`config.mk`:
```
export PLATFORM = sky130hd
export DESIGN_NAME = fifo_read_cnt
export DESIGN_NICKNAME = d
export VERILOG_FILES = /design/src/rtl/fifo_read_cnt.sv
export SDC_FILE = /design/constraint.sdc
export NUM_CORES = 1
export LEC_CHECK = 0
export CORE_MARGIN = 2
export CORE_UTILIZATION = 35
export CTS_CLUSTER_SIZE = 28
export DETAILED_ROUTE_END_ITERATION = 10
export PLACE_DENSITY_LB_ADDON = 0.05
export SYNTH_ARGS = -nofsm -noshare
export SYNTH_HDL_FRONTEND = slang
export SYNTH_SLANG_ARGS = --single-unit
```
`constraint.sdc`:
```
create_clock -name clk -period 3.84 [get_ports clk]
set_clock_uncertainty 0.1 [all_clocks]
set_input_delay 0.576 -clock clk [delete_from_list [all_inputs] [get_ports clk]]
set_output_delay 0.576 -clock clk [all_outputs]
set_load 0.02 [all_outputs]
```
`src/rtl/fifo_read_cnt.sv`:
```
// Frame reader: drains exactly frame_len words from a standard-mode FIFO into a
// ready/valid stream with m_last. Define FIFO_READ_OFFSET_BIN_EN to invert the data MSB.
module fifo_read_cnt #(
  parameter int FIFO_WIDTH = 12,
  parameter int CNT_WIDTH  = 16
) (
  input  logic                  clk,
  input  logic                  rst_n,
  input  logic                  start,
  input  logic [CNT_WIDTH-1:0]  frame_len,
  input  logic                  empty,
  input  logic [FIFO_WIDTH-1:0] dout,
  output logic                  rd_en,
  output logic [FIFO_WIDTH-1:0] m_data,
  output logic                  m_valid,
  input  logic                  m_ready,
  output logic                  m_last,
  output logic                  busy,
  output logic                  done
);

  typedef enum logic [1:0] {
    S_IDLE  = 2'd0,
    S_READ  = 2'd1,
    S_DRAIN = 2'd2,
    S_DONE  = 2'd3
  } state_t;

  localparam logic [CNT_WIDTH-1:0] CNT_ONE = CNT_WIDTH'(1);

  state_t                  state_q, state_d;
  logic [CNT_WIDTH-1:0]    len_q, len_d;
  logic [CNT_WIDTH-1:0]    issued_q, issued_d;
  logic [CNT_WIDTH-1:0]    accepted_q, accepted_d;
  logic                    inflight_q, inflight_d;
  logic [1:0]              occ_q, occ_d;
  logic [1:0]              wr_ptr_q, wr_ptr_d;
  logic [1:0]              rd_ptr_q, rd_ptr_d;
  logic                    zero_done_q, zero_done_d;
  logic [FIFO_WIDTH-1:0]   buf_q [0:2];

  logic                    start_ok;
  logic                    push;
  logic                    pop;
  logic [2:0]              occ_sum;
  logic [FIFO_WIDTH-1:0]   wr_data;

  function automatic logic [1:0] ptr_inc(input logic [1:0] p);
    return (p == 2'd2) ? 2'd0 : p + 2'd1;
  endfunction

  assign start_ok = (state_q == S_IDLE) && start;
  assign push     = inflight_q;
  assign pop      = m_valid && m_ready;
  // Reserve buffer room for the word already requested but not yet captured.
  assign occ_sum  = {1'b0, occ_q} + {2'b00, inflight_q};

`ifdef FIFO_READ_OFFSET_BIN_EN
  assign wr_data = {~dout[FIFO_WIDTH-1], dout[FIFO_WIDTH-2:0]};
`else
  assign wr_data = dout;
`endif

  // State register
  always_ff @(posedge clk) begin
    if (!rst_n) begin
      state_q <= S_IDLE;
    end else begin
      state_q <= state_d;
    end
  end

  // Next-state logic
  always_comb begin
    state_d = state_q;
    case (state_q)
      S_IDLE: begin
        if (start && (frame_len != '0)) begin
          state_d = S_READ;
        end
      end
      S_READ: begin
        if (rd_en && ((issued_q + CNT_ONE) == len_q)) begin
          state_d = S_DRAIN;
        end
      end
      S_DRAIN: begin
        if (pop && m_last) begin
          state_d = S_DONE;
        end
      end
      S_DONE:  state_d = S_IDLE;
      default: state_d = S_IDLE;
    endcase
  end

  // Output logic; rd_en deliberately ignores m_ready to keep it off the stream path.
  always_comb begin
    rd_en   = (state_q == S_READ) && !empty && (issued_q < len_q) && (occ_sum < 3'd3);
    busy    = (state_q != S_IDLE);
    done    = (state_q == S_DONE) || zero_done_q;
    m_valid = (occ_q != 2'd0);
    m_last  = m_valid && (accepted_q == (len_q - CNT_ONE));
    m_data  = buf_q[rd_ptr_q];
  end

  always_comb begin
    len_d       = len_q;
    issued_d    = issued_q;
    accepted_d  = accepted_q;
    inflight_d  = rd_en;
    occ_d       = occ_q;
    wr_ptr_d    = wr_ptr_q;
    rd_ptr_d    = rd_ptr_q;
    zero_done_d = start_ok && (frame_len == '0);

    if (start_ok) begin
      issued_d   = '0;
      accepted_d = '0;
      if (frame_len != '0) begin
        len_d = frame_len;
      end
    end else begin
      if (rd_en) begin
        issued_d = issued_q + CNT_ONE;
      end
      if (pop) begin
        accepted_d = accepted_q + CNT_ONE;
      end
    end

    if (push) begin
      wr_ptr_d = ptr_inc(wr_ptr_q);
    end
    if (pop) begin
      rd_ptr_d = ptr_inc(rd_ptr_q);
    end
    if (push && !pop) begin
      occ_d = occ_q + 2'd1;
    end else if (pop && !push) begin
      occ_d = occ_q - 2'd1;
    end
  end

  always_ff @(posedge clk) begin
    if (!rst_n) begin
      len_q       <= '0;
      issued_q    <= '0;
      accepted_q  <= '0;
      inflight_q  <= 1'b0;
      occ_q       <= 2'd0;
      wr_ptr_q    <= 2'd0;
      rd_ptr_q    <= 2'd0;
      zero_done_q <= 1'b0;
    end else begin
      len_q       <= len_d;
      issued_q    <= issued_d;
      accepted_q  <= accepted_d;
      inflight_q  <= inflight_d;
      occ_q       <= occ_d;
      wr_ptr_q    <= wr_ptr_d;
      rd_ptr_q    <= rd_ptr_d;
      zero_done_q <= zero_done_d;
    end
  end

  // Three-entry output buffer; cleared on reset so m_data reads zero.
  always_ff @(posedge clk) begin
    if (!rst_n) begin
      for (int i = 0; i < 3; i++) begin
        buf_q[i] <= '0;
      end
    end else if (push) begin
      buf_q[wr_ptr_q] <= wr_data;
    end
  end

  always @(posedge clk) begin
    if (rst_n) begin
      occ_overflow: assert (!(push && !pop && (occ_q == 2'd3)));
    end
  end

endmodule

```
# Word level (Yosys, flattened, before mapping)
# Memories as Yosys holds them, arrays and structs flattened. A register that Yosys moved wholly into a read port is not among the register bits.
# Cells that the tools add are included.
# op_classes
n_addsub	8
eq_ne	10
reduce_logical	26
bitwise	1
n_mux	17
n_lt_le_gt_ge	2
# ops
operator	n
$add 16x1->16 const B	2
$eq 16x16->1	2
$mux 2	10
$logic_not 16->1	1
$lt 16x16->1	1
$reduce_bool 16->1	1
$sub 16x1->16 const B	1
$logic_and 1x1->1	12
$mux 12	1
$reduce_or 12->1	1
$eq 2x2->1 const B	4
$pmux 2 s4	1
$add 2x1->2 const B	3
$reduce_bool 2->1	3
$mux 1	5
$ne 2x2->1 const B	2
$add 2x1->3	1
$logic_not 1->1	3
$lt 3x2->1 const B	1
$reduce_and 3->1	1
$eq 2x1->1 const B	1
$logic_not 2->1	1
$ne 2x1->1 const B	1
$reduce_and 2->1	1
4 further kinds	4
# word_totals
elab_cells	74
mem_count	1
out_inout_bits	17
input_bits	33
ramBits	36
ff_bits	58
# mem_list
memory	depth	width	rd	rd_ports_with_merged_regs	write_ports	line	text
buf_q	3	12	1	1	3	40	logic [FIFO_WIDTH-1:0] buf_q [0:2];

# Depth between registers and ports, before layout
# depth
word_depth	7
mapped_depth	12
depth_no_buf	10

# Least setup slack after synthesis
# Ideal clock, no wire load.
# synth_timing
path_type	register to output
start	reg len_q[4]
end	out m_last
path_buffers	2
path_slack_ns	0.553
stages_incl_launch_ff	8
required_time_ns	3.164
t_arrival_ns	2.611
path_cell_list	dfxtp_1 buf_6 or4_4 buf_6 or4_4 a2111oi_4 nand4_1 a2111oi_2
# synth_between
elab_chain_len	3
# synth_rtl
element	line	text
start, declared	32	logic [CNT_WIDTH-1:0] len_q, len_d;
start signal, assigned	156	len_q <= len_d;
$sub 16x1->16	103	m_last = m_valid && (accepted_q == (len_q - CNT_ONE));
$eq 16x16->1	103	
$logic_and 1x1->1	103	
end, declared	17	output logic m_last,
# Every way passes these cells.

# Final worst setup path
# Ends and elaborated chain as after synthesis.

==> flow_summary_export.csv <==
group,metric,value,unit
global_route,grt_pass1_wl,26900,um
final_layout,seqCellArea,2640,um2
critical_path,crit_arrival,3.02,ns
critical_path,startpoint_type,"flop",
floorplan,core,17400,um2
drt,ant_nets,0,
timing,slew_violations,0,
power,p_clk_share,25.7,%
final_layout,diodes,0,
power,power.leakage,2.74,nW
drt,routedWlPerCell,18.9,um
global_route,antenna_found_initial,0,
synthesis,netlist.area_leader.share,22.9,%
clock_network,cts.sinks,108,
job,cap_violations,0,
synthesis,synthTopCellsByCount,"dfxtp_1, nor2_1, edfxtp_1",
clock_network,cts_buffers,9,
timing,worstMarginPinSlew,0.934,ns
final_layout,drive_gt1_share,10.2,%
synthesis,synthesis.nets,692,
synthesis,yosys-top-cells-area,"edfxtp_1, dfxtp_1, ha_1",
final_layout,layout.nets,743,
final_layout,nFillCells,1739,
placement,place.gp.congestion,0.851,
final_layout,multiInputGateArea,3390,um2
global_route,grt_overflow,0,
power,pwr-share-comb,37.6,%
floorplan,design.die.area,19000,um2
power,switching_share,35.3,%
timing,maxSlewHeadroom,37.7,%
synthesis,synth-seq-cells,108,
critical_path,crit_path_end_kind,"output pin",
synthesis,post-synth-top-count-cell,"dfxtp_1",
floorplan,die_h,138,um
power,seq_power_share,36.7,%
synthesis,synth_cells,632,
power,max-vdd-ir-drop,0.247,mV
placement,port_buffers,49,
timing,finalSetupTns,0,ns
global_route,gr-usage-all-layers,18.9,%
global_route,first_global_vias,4679,
clock_network,htreeDepth,3,
power,p_int,2.41,mW
critical_path,required,3.16,ns
synthesis,synthFlopType,"dfxtp_1",
synthesis,yosys.cell_types.count,63,
floorplan,io_pins,50,
synthesis,async_flop_share,0,%
floorplan,start_util,36.1,%
drt,vias_per_cell,5.35,
drt,wl,17200,um
clock_network,hold_buffers,0,
drt,vias,4887,
timing,setup_violations,0,
synthesis,ys_seq_area_share,42.1,%
clock_network,clk_path_buf_depth,2,
clock_network,post_cts_buffers,0,
status,status,"finished clean",
timing,fin_crit,3.70,ns
drt,drtPass1Iterations,5,
clock_network,clk_pin_slew,0.07,ns
synthesis,synth_top_area_cell,"edfxtp_1",
global_route,grt_max_degree,33,
critical_path,path_class,"flop to output pin",
final_layout,syn_to_final_growth,18.0,%
floorplan,row_count,48,
synthesis,synth_warnings,0,
clock_network,clock_latency,0.36,ns
critical_path,crit_fanout,11,
placement,hpwl,12500,um
synthesis,synth_area_per_cell,9.94,um2
power,p_sw,1.32,mW
timing,timing.hold.ws,0.418,ns
hold_path,hp-class,"flop to flop",
timing,period_share,96.3,%
timing,rsz0062_at_grt,"yes",
synthesis,synth-edff-count,48,
drt,first_iter_violations,370,
floorplan,die_x,138,um
drt,drcViolationCount,0,
clock_network,cts_tree,"yes",
power,fin_total_pwr,3.72,mW
synthesis,synth_area,6280,um2
timing,max_clock_freq,270,MHz
clock_network,root_buffer,"clkbuf_16",
power,p_per_area,502,nW/um2
timing,hold_violations,0,
[path summary, 6_finish.rpt]
kind	startpoint	slack, ns	cells after the start	end
setup / recovery	len_q[4]	0.14	6	m_last
hold / removal	state_q[1]	0.42	2	state_q[1]
setup reg to reg	len_q[9]	0.46	11	state_q[1]
hold reg to reg	state_q[1]	0.42	2	state_q[1]
[sequential cells by signal, summed over array words and instances (netlist names), named ones only]
name	cells
buf_q	48
accepted_q	16
issued_q	16
len_q	16
occ_q	2
rd_ptr_q	2
state_q	2
wr_ptr_q	2
inflight_q	1
zero_done_q	1
[layout make-up]
class | count | share of cell area, %
Clock inverter | 7 | 0.996
Inverter | 30 | 1.52
Sequential cell | 108 | 35.6
Clock buffer | 9 | 3.04
Multi-Input combinational cell | 459 | 45.8
Tap cell | 225 | 3.80
Timing Repair Buffer | 75 | 9.25
[per-stage QoR]
stage          worst slack (ns)  std cells  utilization (%)  instance area, um2
2_1_floorplan             0.553        632                -                6280
3_3_place_gp              0.288        897             40.8                7110
3_5_place_dp              0.236        897             40.8                7110
4_1_cts                  0.0552        913             42.5                7400
5_1_grt                 -0.0193        913             42.6                7410
6_report                  0.141        913             42.6                7410
[per-layer routing]
metal  GRT usage [%]  share of wire [%]  wire, um  up-vias
li1                -                  -         -     2370
met1            28.5                 52      8910     2358
met2            27.3                 41      7100      141
met3            3.87                5.7       978       18
met4            5.10                1.4       248        0
met5               0                  0         0        -
[placed cells by master, fill, tap and decap left out, drive strengths merged, types with 20 or more instances in the layout]
master	count
and2	43
ha	27
nor2	50
xnor2	30
o21ai	20
inv	32
nand3	25
mux2i	25
xor2	34
dfxtp	60
nand2	31
clkdlybuf4s50	48
buf	26
edfxtp	48
[worst max-delay path: stages (launching register included)]
cell	delay (ns)
dfxtp_1	0.32
or4_4	0.64
or4_4	0.53
a2111oi_4	0.29
nand4_1	0.17
a2111oi_2	0.36
clkdlybuf4s15_1	0.35
[power by group through the flow]
stage               clock network [mW]  logic (mW)  registers, mW
global route                      1.03        1.52           1.38
CTS                              0.982        1.40           1.37
detailed placement                   0        1.39           1.39
floorplan                            0       0.958           1.37
global placement                     0        1.38           1.39
finish                           0.957        1.40           1.37
[timing repair]
item	in CTS	in global routing
setup endpoints to repair	1	2
gates resized for setup	1	4
cloned	0	0
endpoints found under the hold margin	0	0
[kinds of logic (layout without fill, tap and decap cells)]
logic type / count (synthesis) / count (layout) / synth area share [%]
AOI/OAI and AO/OA: 79 / 79 / 8.92
xor gates and xnor gates: 64 / 64 / 8.92
adders and majority gates: 27 / 27 / 5.38
buffers and inverters: 65 / 121 / 4.26
DFF: 108 / 108 / 42.1
muxes: 37 / 37 / 8.29
and+or+nand+nor: 252 / 252 / 22.2
No activity file was read; power rests on OpenSTA's default activity.
